**config.mk**
```make
export PLATFORM = sky130hd
export DESIGN_NAME = falco_store_buffer
export DESIGN_NICKNAME = d
export VERILOG_FILES = /design/src/rtl/falco_store_buffer.sv
export SDC_FILE = /design/constraint.sdc
export NUM_CORES = 1
export LEC_CHECK = 0
export BUFFER_PORTS_ARGS = -buffer_cell sky130_fd_sc_hd__buf_4
export CAP_MARGIN = 20
export CORE_MARGIN = 3
export CORE_UTILIZATION = 55
export DETAILED_ROUTE_END_ITERATION = 16
export PLACE_DENSITY_LB_ADDON = 0.12
export REMOVE_ABC_BUFFERS = 1
export SLEW_MARGIN = 10
export SYNTH_ARGS = -nofsm -noshare
export SYNTH_HDL_FRONTEND = slang
export SYNTH_SLANG_ARGS = --single-unit
```
**constraint.sdc**
```tcl
create_clock -name clk -period 5.38 [get_ports clk]
set_input_delay 0.269 -clock clk [delete_from_list [all_inputs] [get_ports clk]]
set_output_delay 0.269 -clock clk [all_outputs]
set_load 0.02 [all_outputs]
```
**src/rtl/falco_store_buffer.sv**
```systemverilog
// falco_store_buffer: in-order store buffer between the core store port and memory.
//
// Holds up to DEPTH word stores and drains them oldest-first, one per memory
// handshake. A combinational lookup returns the youngest buffered store that
// matches a load's word address, so loads observe stores still in the buffer.
//
// Ports:
//   clk, rst                   clock, synchronous active-high reset
//   st_valid/st_ready          core store handshake (st_addr, st_data, st_be)
//   mem_valid/mem_ready        memory store handshake (mem_addr, mem_data, mem_be)
//   ld_check, ld_addr          load lookup request
//   fwd_hit, fwd_data, fwd_be  forwarding result from the youngest matching entry
//   count, empty, full         occupancy status
module falco_store_buffer #(
  parameter int unsigned XLEN_WIDTH = 32,
  parameter int unsigned DEPTH      = 4,
  parameter int unsigned CNT_W      = $clog2(DEPTH + 1)
) (
  input  logic                    clk,
  input  logic                    rst,
  input  logic                    st_valid,
  output logic                    st_ready,
  input  logic [XLEN_WIDTH-1:0]   st_addr,
  input  logic [XLEN_WIDTH-1:0]   st_data,
  input  logic [XLEN_WIDTH/8-1:0] st_be,
  output logic                    mem_valid,
  input  logic                    mem_ready,
  output logic [XLEN_WIDTH-1:0]   mem_addr,
  output logic [XLEN_WIDTH-1:0]   mem_data,
  output logic [XLEN_WIDTH/8-1:0] mem_be,
  input  logic                    ld_check,
  input  logic [XLEN_WIDTH-1:0]   ld_addr,
  output logic                    fwd_hit,
  output logic [XLEN_WIDTH-1:0]   fwd_data,
  output logic [XLEN_WIDTH/8-1:0] fwd_be,
  output logic [CNT_W-1:0]        count,
  output logic                    empty,
  output logic                    full
);

  localparam int unsigned PtrW = $clog2(DEPTH);
  localparam int unsigned BeW  = XLEN_WIDTH / 8;

  logic [XLEN_WIDTH-1:0] addr_q [DEPTH];
  logic [XLEN_WIDTH-1:0] data_q [DEPTH];
  logic [BeW-1:0]        be_q   [DEPTH];
  logic [DEPTH-1:0]      valid_q;
  logic [PtrW-1:0]       head_q;
  logic [PtrW-1:0]       tail_q;
  logic [CNT_W-1:0]      count_q;

  logic enq;
  logic deq;

  // Byte offset within the word plays no part in the match.
  logic unused_ld_bits;
  assign unused_ld_bits = ^ld_addr[1:0];

  assign count     = count_q;
  assign empty     = (count_q == '0);
  assign full      = (count_q == CNT_W'(DEPTH));
  // Only registered occupancy: a dequeue in the same cycle never frees a slot.
  assign st_ready  = !full;
  assign mem_valid = !empty;
  assign mem_addr  = addr_q[head_q];
  assign mem_data  = data_q[head_q];
  assign mem_be    = be_q[head_q];

  assign enq = st_valid && st_ready;
  assign deq = mem_valid && mem_ready;

  always_ff @(posedge clk) begin
    if (rst) begin
      head_q  <= '0;
      tail_q  <= '0;
      count_q <= '0;
      valid_q <= '0;
      // Storage is cleared so idle mem_*/fwd_* outputs read as zero.
      for (int i = 0; i < DEPTH; i++) begin
        addr_q[i] <= '0;
        data_q[i] <= '0;
        be_q[i]   <= '0;
      end
    end else begin
      if (enq) begin
        addr_q[tail_q]  <= st_addr;
        data_q[tail_q]  <= st_data;
        be_q[tail_q]    <= st_be;
        valid_q[tail_q] <= 1'b1;
        tail_q          <= tail_q + PtrW'(1);
      end
      if (deq) begin
        valid_q[head_q] <= 1'b0;
        head_q          <= head_q + PtrW'(1);
      end
      if (enq && !deq) begin
        count_q <= count_q + CNT_W'(1);
      end else if (deq && !enq) begin
        count_q <= count_q - CNT_W'(1);
      end
    end
  end

  // Walk entries oldest to youngest from head; the last match seen is the youngest.
  logic            match_any;
  logic [PtrW-1:0] idx;

  always_comb begin
    match_any = 1'b0;
    fwd_data  = '0;
    fwd_be    = '0;
    idx       = '0;
    for (int unsigned i = 0; i < DEPTH; i++) begin
      idx = head_q + i[PtrW-1:0];
      if (valid_q[idx] && (addr_q[idx][XLEN_WIDTH-1:2] == ld_addr[XLEN_WIDTH-1:2])) begin
        match_any = 1'b1;
        fwd_data  = data_q[idx];
        fwd_be    = be_q[idx];
      end
    end
  end

  assign fwd_hit = ld_check && match_any;

endmodule

```
* Yosys cells after proc, flatten, opt, wreduce, memory -nomap -nowiden *
Memories as Yosys holds them, arrays and structs flattened. A register that Yosys moved wholly into a read port is not among the register bits.
Index checks and enable logic that the tools add are counted.

word-level totals
  input bits = 105
  bits in registers = 11
  memories kept = 3
  output and inout bits = 112
  RAM bits = 272

memories
  memory  depth  width  rd ports  clocked after Yosys merged registers in  wr ports  line  source
  addr_q  4      32     4         1                                        4         44    logic [XLEN_WIDTH-1:0] addr_q [DEPTH];
  data_q  4      32     4         1                                        4         45    logic [XLEN_WIDTH-1:0] data_q [DEPTH];
  be_q    4      4      4         1                                        4         46    logic [BeW-1:0] be_q [DEPTH];

cells by class
  equality and inequality tests = 5
  multiplexer cells = 49
  add/subtract/negate cells = 6
  bitwise logic cells = 3
  reduce and logical (&&, ||, !) cells = 20
  order comparisons = 7

operators with widths
  operator               number
  $mux W32               6
  $eq A30 B30 Y1         4
  $reduce_or A32 Y1      2
  $mux W4                8
  $mux W1                18
  $mux W2                9
  $lt A2 B3 Y1 const B   5
  $logic_and A1 B1 Y1    11
  $bmux W1 S2            4
  $mux W3                2
  $add A2 B1 Y2 const B  2
  $add A2 B2 Y2 const B  2
  $and A4 B4 Y4          1
  $demux W1 S2           2
  $ge A2 B1 Y1 const B   2
  $logic_not A1 Y1       4
  $not A4 Y4             1
  $or A4 B4 Y4           1
  $reduce_or A4 Y1       1
  $add A3 B1 Y3 const B  1
  $eq A3 B3 Y1 const B   1
  $logic_not A3 Y1       1
  $sub A3 B1 Y3 const B  1
  $reduce_bool A2 Y1     1

* Longest topological paths before layout *
Gate-level depths: netlist of the first run.

  depth in word-level cells = 9
  gate-level depth with buffers = 21

* Least setup slack after synthesis of the first run *
Ideal clock, no wire load.

  path type = flip-flop to output port
  start point = register head_q[0]
  end point = output port fwd_be[1]
  cell stages (with the launch flop) = 20
  data arrival time = 4.819 ns
  path slack = 0.292 ns
  cells stage by stage = dfxtp_1 buf_6 buf_6 buf_4 buf_4 buf_4 buf_2 buf_2 inv_1 ha_1 buf_2 mux4_2 xnor2_1 nand4_1 a2111oi_4 nand4_4 buf_6 nor2b_1 a41oi_1 a221oi_1

between the ends
  elaborated cells on any way between the ends = 24
  classes of those cells = 3 x add/sub; 3 x eq/ne; 12 x mux; 4 x reduce/logical; 2 x memory

RTL lines
  item                                           line  source
  from (decl)                                    48    logic [PtrW-1:0] head_q;
  from (signal assigned)                         94    head_q <= head_q + PtrW'(1);
  $add A2 B2 Y2 (*)                              114   idx = head_q + i[PtrW-1:0];
  net idx[0]                                     106   logic [PtrW-1:0] idx;
  $mem_v2 Z4 W32 or $bmux W1 S2 (tied branches)  n/a
  $eq A30 B30 Y1 or $mux W1 (tied branches)      115   if (valid_q[idx] && (addr_q[idx][XLEN_WIDTH-1:2] == ld_addr[XLEN_WIDTH-1:2])) begin
  $logic_and A1 B1 Y1                            115
  $mux W4 (*)                                    115
  to (decl)                                      35    output logic [XLEN_WIDTH/8-1:0] fwd_be,

Mark *: on every way through the listed nets, which the timed path passes. The rest lies on a longest branch. The select of a mux whose other input is x is not followed.

* Worst setup path in the final report of the first run *
  start point = register head_q[1]
  end point = output port fwd_be[2]

between the ends
  longest elaborated chain between the ends = 7
  elaborated cells on any way between the ends = 24
  classes of those cells = 3 x add/sub; 3 x eq/ne; 12 x mux; 4 x reduce/logical; 2 x memory

RTL lines
  item                                            line
  $add A2 B1 Y2 or $bmux W1 S2 (tied branches)    114, 115
  $mem_v2 Z4 W32 (tied with other cells)          n/a
  $eq A30 B30 Y1 (tied with other cells)          115
  $logic_and A1 B1 Y1 or $mux W4 (tied branches)  115
  $mux W4 (2 in a row)                            115
  $mux W4 (*)                                     115

Mark *: on every way between the ends. The rest lies on a longest branch, timed or not. The select of a mux whose other input is x is not followed.

==> results.md, run 1 <==
- For the pin with the worst max-slew slack, the measured transition is 1.052 ns.
- Entering global routing, the biggest net connects 73 pins.
- The latest clock arrival within the worst-skew pair is 0.54 ns.
- The mean area per synthesized cell is 13.33 um2.
- The maximum fanout count along the critical path is 72.
- The worst setup path is launched from a flop.
- Summing the areas of all and, or, nand and nor instances in the mapped netlist gives 14.29% of the synthesized area.
- The hold violation total from the final report is 0.
- No sink is reached through more buffers than the 3 on the longest clock path.
- The path class of the lowest-slack min-delay path is primary input to flop.
- The final total power is 10.10 mW.
- For the worst setup path, the data required time is 5.11 ns.
- The area of the die is 40,360 um2.
- For this run, design rule violations remaining after detail routing come to 0.
- The yosys synthesis warning count is 0.
- The worst register-to-register path begins at count[0].
- The number of pins exceeding their max-slew limit in the final report came to 0.
- From synthesis to final layout, the design area changed by 14.25%.
- Summing the areas of all xor and xnor instances in the mapped netlist gives 4.024% of the synthesized area.
- The core outline area is 37,050 um2.
- The area taken by multi-input logic gates is 11,670 um2.
- The fraction of registers with async set/reset is 0%.
- The number of cells produced by synthesis is 1,568.
- For this run, the leading register cell type out of synthesis is edfxtp_1.
- The number of fillers in the final layout is 2,784.
- The worst hold margin is 0.02599 ns.
- The via count of the routed design is 14,780.
- The average wire length per cell after detail routing is 26.87 um.
- Dividing the detail-routed via count by the number of cells gives 6.602.
- The synthesized-area fraction occupied by ao, oa, aoi and oai cells is 8.527%.
- For the final database, setup skew stands at 0.02008 ns.
- The total track usage is 29.20%.
- The detail route stage leaves a number of antenna-violating nets equal to 0.
- The maximum operating frequency is 196.5 MHz.
- After synthesis, the netlist uses 68 different library cells.
- Of the cells placed in the final design, the portion with a size suffix greater than 1 is 34.12%.
- The synthesized flop and latch total is 285.
- The start-to-end type of the worst setup path is flop to output port.
- Setup repair after global routing left no endpoint under its margin.
- The count of flip-flops with a built-in enable after synthesis is 272.
- The layout net count is 1,823.
- The end of the worst register-to-register path is addr_q[3][21].
- The worst supply voltage drop on vdd is 0.2744 mV.
- The count of TritonRoute iterations in the first routing pass is 5.
- The starting density of the core is 56.40%.
- The max-capacitance violation count is 0.
- Clock-pin slew was measured on the worst setup and hold paths at 0.06 ns.
- The via count of the first global-routing pass is 14,720.
- The netlist area before placement is 20,890 um2.
- Sequential elements use 40.34% of the synthesized area.
- Data on the critical path arrives at its endpoint at 4.82 ns.
- The die is 200.9 um tall.
- The final worst-path cycle share is 94.58%.
- The combinational family with the most area after synthesis is multiplexers.
- Pin placement for this block handled 217 I/O pins.
- Measured against its own limit, the worst slew margin works out to 29.71%.
- The quantity of I/O buffers inserted on ports is 214.
- TritonCTS built the clock tree.
- For hold timing, the worst endpoint is data_q[0][20].
- The fraction of synthesized area in multiplexers is 28.12%.
- Summing the areas of all fa, ha and maj instances in the mapped netlist gives 0.6348% of the synthesized area.
- The number of levels the H-tree was split into is 2.
- The number of violations reported at the end of detailed-routing iteration 0 is 1,284.
- Summed over all layers, the routed wires come to 60.15 mm.
- The number of antenna violations at the first check in global routing was 5.
- The count of hold buffers inserted by post-cts repair is 0.
- The tree is rooted in a clkbuf_16.
- The leakage power figure is 8.261 nW.
- The category of the worst setup path capture point is an output port.
- In this run, CTS created clock tree buffers numbering 34.
- The minimum clock period is 5.088 ns.
- The floorplan has 70 rows.
- The startpoint identified for the worst hold timing path is st_data[20].
- The flow ran to the end, and the final reports show no timing, DRC or antenna violations.
- At the end of routability-driven placement, the weighted congestion stood at 0.9592.
- The number of cells on the worst reg-to-reg path is 6.
- From left edge to right edge, the die measures 200.9 um.
- The worst hold path was traced through 2 stages.
- The register-to-register setup slack is 2.49 ns.
- The overall overflow remaining after global route is 0.
- The power density normalized to cell area is 422.9 nW/um2.
- The sequential cell area in the final layout is 8441 um2.
- The first global-routing pass estimated 90.38 mm of wire.
- The number of endpoints failing setup at the final stage is 0.
- The total half-perimeter wirelength after legalization and detailed placement is 39.57 mm.
- The number of sinks driven by the clock tree is 285.
- The number of gates resized after cts is 0.
==> what timing repair did <==
item	in CTS	in global routing
setup endpoints to repair	0	7
setup buffers	0	1
hold endpoints to repair	0	0
==> cell families after synthesis <==
logic type | after synthesis
fa+ha+maj | 10
simple gates | 500
flops | 285
buf+inv | 163
compound gates | 186
mux | 328
xor+xnor | 96
==> report_power, final <==
group          switching (mW)  internal, mW
registers               0.289          2.72
clock network           0.925          1.43
logic                    2.44          2.29
==> state kept, by name (all words and copies together), names as in the netlist, named ones only <==
name     count
addr_q     128
be_q        16
count        3
data_q     128
head_q       2
tail_q       2
valid_q      4
==> through the flow <==
stage	TNS, ns	cells	cell area, um2	utilization (%)	setup WS, ns
after detailed placement	0	2175	22700	61.28	0.7402
after CTS	0	2235	23840	64.36	0.1487
final	0	2239	23870	64.43	0.2916
after floorplan	-435.15	1419	20100	-	-11.10
after global placement	0	2175	22700	61.28	0.7832
after global routing	0	2238	23870	64.43	0.02493
==> placed cells by master (no fill, tap or decap), types with 5 or more instances in the layout <==
cell type,count
nor2_1,64
nand4_1,11
a22oi_1,7
clkinv_1,10
edfxtp_1,272
bufinv_16,5
dfxtp_1,9
a41oi_2,14
o22ai_1,11
o2bb2ai_1,10
and4_1,5
nor2b_1,74
a21oi_1,19
and2_1,275
o21ai_0,18
nand2b_1,9
mux2i_1,110
nor3_1,6
a221oi_2,32
nand3_1,5
nor4_1,7
inv_1,12
ha_1,8
clkbuf_16,35
xnor2_1,75
a211oi_1,11
buf_4,251
a2111oi_0,5
xor2_1,21
nand2_1,19
mux4_2,206
a41oi_1,22
mux2_2,12
a221oi_1,8
==> how the worst max path moves through the flow <==
stage | from | slack, ns | endpoint
detailed placement | head_q[1] | 0.74 | fwd_be[2]
floorplan | head_q[0] | -11.10 | fwd_be[0]
finish | head_q[1] | 0.29 | fwd_be[2]
global route | head_q[0] | 0.02 | fwd_data[23]
global placement | head_q[1] | 0.78 | fwd_data[30]
CTS | head_q[1] | 0.15 | fwd_be[2]
==> Yosys cell counts, types with 18 or more instances <==
| cell | n | share of area [%] |
|---|---|---|
| mux2i_1 | 110 | 5.3 |
| nor2_1 | 64 | 1.1 |
| a21oi_1 | 19 | 0.46 |
| mux4_2 | 206 | 22 |
| a41oi_1 | 22 | 0.92 |
| nand2_1 | 19 | 0.34 |
| clkbuf_1 | 67 | 1.2 |
| buf_2 | 42 | 1.0 |
| a221oi_2 | 32 | 2.3 |
| edfxtp_1 | 272 | 39 |
| o21ai_0 | 18 | 0.43 |
| nor2b_1 | 75 | 2.2 |
| xor2_1 | 21 | 0.88 |
| and2_1 | 275 | 8.2 |
| xnor2_1 | 75 | 3.1 |
==> layer usage <==
metal	track usage, %	wire length, um	up-vias
li1	-	-	6422
met1	38.45	23220	7582
met2	48.92	29860	642
met3	5.529	4861	131
met4	10.21	2190	4
met5	0	25	-
==> area by class of cell <==
cell class                 instances  share of cell area [%]
antenna                            3                 0.03145
clock buffer                      38                   3.716
clock inverter                    22                   1.069
inverter                          14                  0.2201
multi-input combinational       1120                   48.90
sequential                       285                   35.36
tap                              504                   2.642
timing repair buffer             253                   8.061
==> worst max-delay path: stages (launching register included) <==
cell	delay, ns
dfxtp_2	0.33
clkinv_1	0.05
buf_4	0.20
ha_4	0.60
mux4_2	0.58
xnor2_1	0.31
nand3_1	0.14
a2111oi_2	0.55
nand4_4	0.14
buf_4	0.37
nor2b_1	0.21
a41oi_1	0.06
a221oi_1	0.49
buf_4	0.23
Note: power is estimated with default switching activity, not from simulation.
==> run 2: changes to the inputs <==
- CELL_PAD_IN_SITES_DETAIL_PLACEMENT: default -> 1
- CELL_PAD_IN_SITES_GLOBAL_PLACEMENT: default -> 1
- CORE_UTILIZATION: 55 -> 50
==> run 2 against run 1 <==
  * Setup slack lost 0.075 ns
  * Sequential share of layout area shrank 0.20 points
  * Critical path depth shrank 2
  * Via count grew 1.5%
  * Critical endpoint is now fwd_data[7]
  * Largest power group unchanged
  * Highest routed layer is now met4
==> results.md, run 2 (synthesis results as in run 1) <==
- The via count of the first global-routing pass came to 15,750 (+7.0%).
- The minimum clock period was 5.164 ns (+0.07523 ns).
- The startpoint of the worst setup timing path is head_q[0].
- The required time at the endpoint of the critical path is 5.11 ns (about the same).
- The fraction of final layout cells with drive strength greater than 1 is 34.15% (about the same).
- Setup repair after global routing left no endpoint under its margin.
- The type of element launching the critical path is a flop.
- The worst setup path is captured at an output port.
- The worst endpoint data arrival time is 4.89 ns (+0.07 ns).
- The number of placement rows is 74 (+5.7%).
- The final worst-path cycle share is 95.98% (+1.4 points).
- The remaining number of nets flagged by the antenna check after routing is 0 (unchanged).
- The total track usage came to 29.73% (+0.53 points).
- The maximum fanout count along the critical path is 70 (-2.8%).
- The average wire length per cell after detail routing was 28.97 um (+7.8%).
- The maximum clock path buffer count was 3 (unchanged).
- The maximum number of pins on one net before global-route repair came to 73 (unchanged).
- In this run the worst hold path is classified as primary input to flop.
- The overall overflow remaining after global route was 0 (unchanged).
- The per-cell via count in the routed design is 6.581 (-0.31%).
- The worst stage delay on the critical path was 0.84 ns (+0.24 ns).
- TritonCTS built the clock tree.
- The final routed DRC violation total is 0 (unchanged).
- The relative slew slack was 27.42% (-2.3 points).
- The setup skew after layout is 0.01487 ns (-0.005212 ns).
- The clock-pin slew on the worst setup and hold paths is 0.06 ns (about the same).
- The total wire length after detailed routing was 66.03 mm (+9.8%).
- The number of antenna violations at the first check in global routing was 3 (-2).
- The largest registers in the layout are addr_q (128), data_q (128), be_q (16).
- The starting density of the core came to 50.94% (-5.5 points).
- The leakage power figure was 8.319 nW (+0.71%).
- The y dimension of the die is 210.4 um (+4.7%).
- The latest clock arrival within the worst-skew pair is 0.55 ns (about the same).
- Traced cell by cell, the critical path runs through buf_12 > mux4_2 > xor2_1 > nor4_1 > o2111ai_1 > nor4_1 > and3_1 > nor2_4 > buf_4 > a221oi_2 > buf_4.
- The worst register-to-register path begins at count[0].
- The count of TritonRoute iterations in the first routing pass came to 5 (unchanged).
- The max-capacitance violation count is 0 (unchanged).
- The most common library cell in the layout ignoring fill and taps is and2_1.
- The CTS buffer count is 35 (+2.9%).
- The library cells used most frequently in the layout, excluding fill and tap cells, are 275 x and2_1, 272 x edfxtp_1, 249 x buf_4, 206 x mux4_2, 110 x mux2i_1.
- The quantity of I/O buffers inserted on ports is 214 (unchanged).
- The number of levels the H-tree was split into is 2 (unchanged).
- The worst hold endpoint is addr_q[0][15].
- The core outline area is 41,020 um2 (+11%).
- The end of the worst register-to-register path is data_q[3][25].
- The post-synthesis to final-layout area growth is 14.94%.
- The number of violations reported at the end of detailed-routing iteration 0 came to 1,327 (+3.3%).
- The slowest stage cell on the critical path is nor2_4.
- The number of endpoints failing setup at the final stage is 0 (unchanged).
- The worst supply voltage drop on vdd came to 0.2961 mV (+7.9%).
- The hold violation total from the final report is 0 (unchanged).
- The final total power is 10.17 mW (+0.75%).
- CTS placed an instance of clkbuf_16 at the clock tree root.
- The flow ran to the end, and the final reports show no timing, DRC or antenna violations.
- The global-route wire length before repair is 99.27 mm (+9.8%).
- The maximum operating frequency came to 193.7 MHz (-1.5%).
- The total half-perimeter wirelength after legalization and detailed placement is 43.55 mm (+10%).
- The number of cells on the worst hold path is 2 (unchanged).
- The area of the die was 44,280 um2 (+9.7%).
- The number of pins exceeding their max-slew limit in the final report is 0 (unchanged).
- The worst-case reg-to-reg path depth was 6 (unchanged).
- The placer congestion estimate was 0.9216 (-3.9%).
- The register-to-register setup slack is 2.55 ns (+0.06 ns).
- The count of boundary I/O pins was 217 (unchanged).
- The via count of the routed design was 15,000 (+1.5%).
- The aggregate negative setup slack is 0 ns (unchanged).
- The worst hold path begins at st_addr[15].
- The worst-margin pin slew is 1.086 ns (+0.03398 ns).
- The number of sinks driven by the clock tree is 285 (unchanged).
- The die width came to 210.4 um (+4.7%).
- The setup path with the least slack is of type flop to output port.
- The power density normalized to cell area is 423.6 nW/um2 (+0.15%).
- The layout net count was 1,836 (+0.71%).
==> run 2: cell types whose count changed in the layout (fill, tap and decap cells not counted), moves of 2 or more <==
cell,change
dlygate4sd3_1,+8
buf_4,-2
bufinv_16,-3
clkinv_2,+5
buf_12,+4
==> run 2: worst max-delay path: cells and delay by family (launching register included) <==
kind,cells,cell delay (ns)
flops,1,0.54
mux,1,0.59
xor+xnor,1,0.31
compound gates,2,0.32
simple gates,4,1.38
buf+inv,3,1.09
==> run 2: layout make-up <==
| class | count | area, um2 |
|---|---|---|
| Antenna cell | 2 | 5.005 |
| Clock buffer | 40 | 915.9 |
| Clock inverter | 21 | 162.7 |
| Fill cell | 4044 | 17000 |
| Inverter | 14 | 52.55 |
| Multi-Input combinational cell | 1120 | 11670 |
| Sequential cell | 285 | 8443 |
| Tap cell | 532 | 665.6 |
| Timing Repair Buffer | 265 | 2096 |
==> run 2: worst max path at each step <==
stage | to | slack [ns] | depth (start not counted)
final | fwd_data[7] | 0.22 | 11
after global routing | fwd_be[1] | 0.03 | 13
after CTS | fwd_be[1] | 0.04 | 13
after detailed placement | fwd_be[1] | 0.48 | 13
after global placement | fwd_data[19] | 0.61 | 13
after floorplan | fwd_be[0] | -11.10 | 8
==> run 2: metrics by stage <==
| stage | cell area (um2) | util, % | worst slack, ns | hold WS [ns] | instances |
|---|---|---|---|---|---|
| after global routing | 24010 | 58.54 | 0.02739 | 0.02013 | 2278 |
| after floorplan | 20100 | - | -11.10 | 0.3381 | 1419 |
| after CTS | 23930 | 58.35 | 0.03511 | 0.0005603 | 2269 |
| final | 24010 | 58.55 | 0.2163 | 0.02654 | 2279 |
| after detailed placement | 22760 | 55.49 | 0.4827 | 0.5425 | 2199 |
| after global placement | 22760 | 55.49 | 0.6148 | 0.5122 | 2199 |
==> run 2: power breakdown <==
| group | internal [mW] | switching, mW | leakage (nW) |
|---|---|---|---|
| clock network | 1.32 | 0.950 | 0.532 |
| registers | 2.72 | 0.330 | 2.93 |
| logic | 2.35 | 2.50 | 4.85 |
==> run 2: timing repair <==
item	4_1_cts	5_1_grt
hold endpoints to repair	10	0
hold buffers	8	0
resized for setup	0	1
pin swaps	1	1
setup endpoints to repair	17	36
setup buffers	1	8
==> run 2: layer usage <==
layer / up-vias / GRT usage (%) / wire (um)
met3: 127 / 5.403 / 4736
li1: 6438 / - / -
met5: - / 0 / 0
met4: 0 / 10.55 / 2217
met1: 7862 / 38.27 / 25880
met2: 572 / 51.00 / 33190
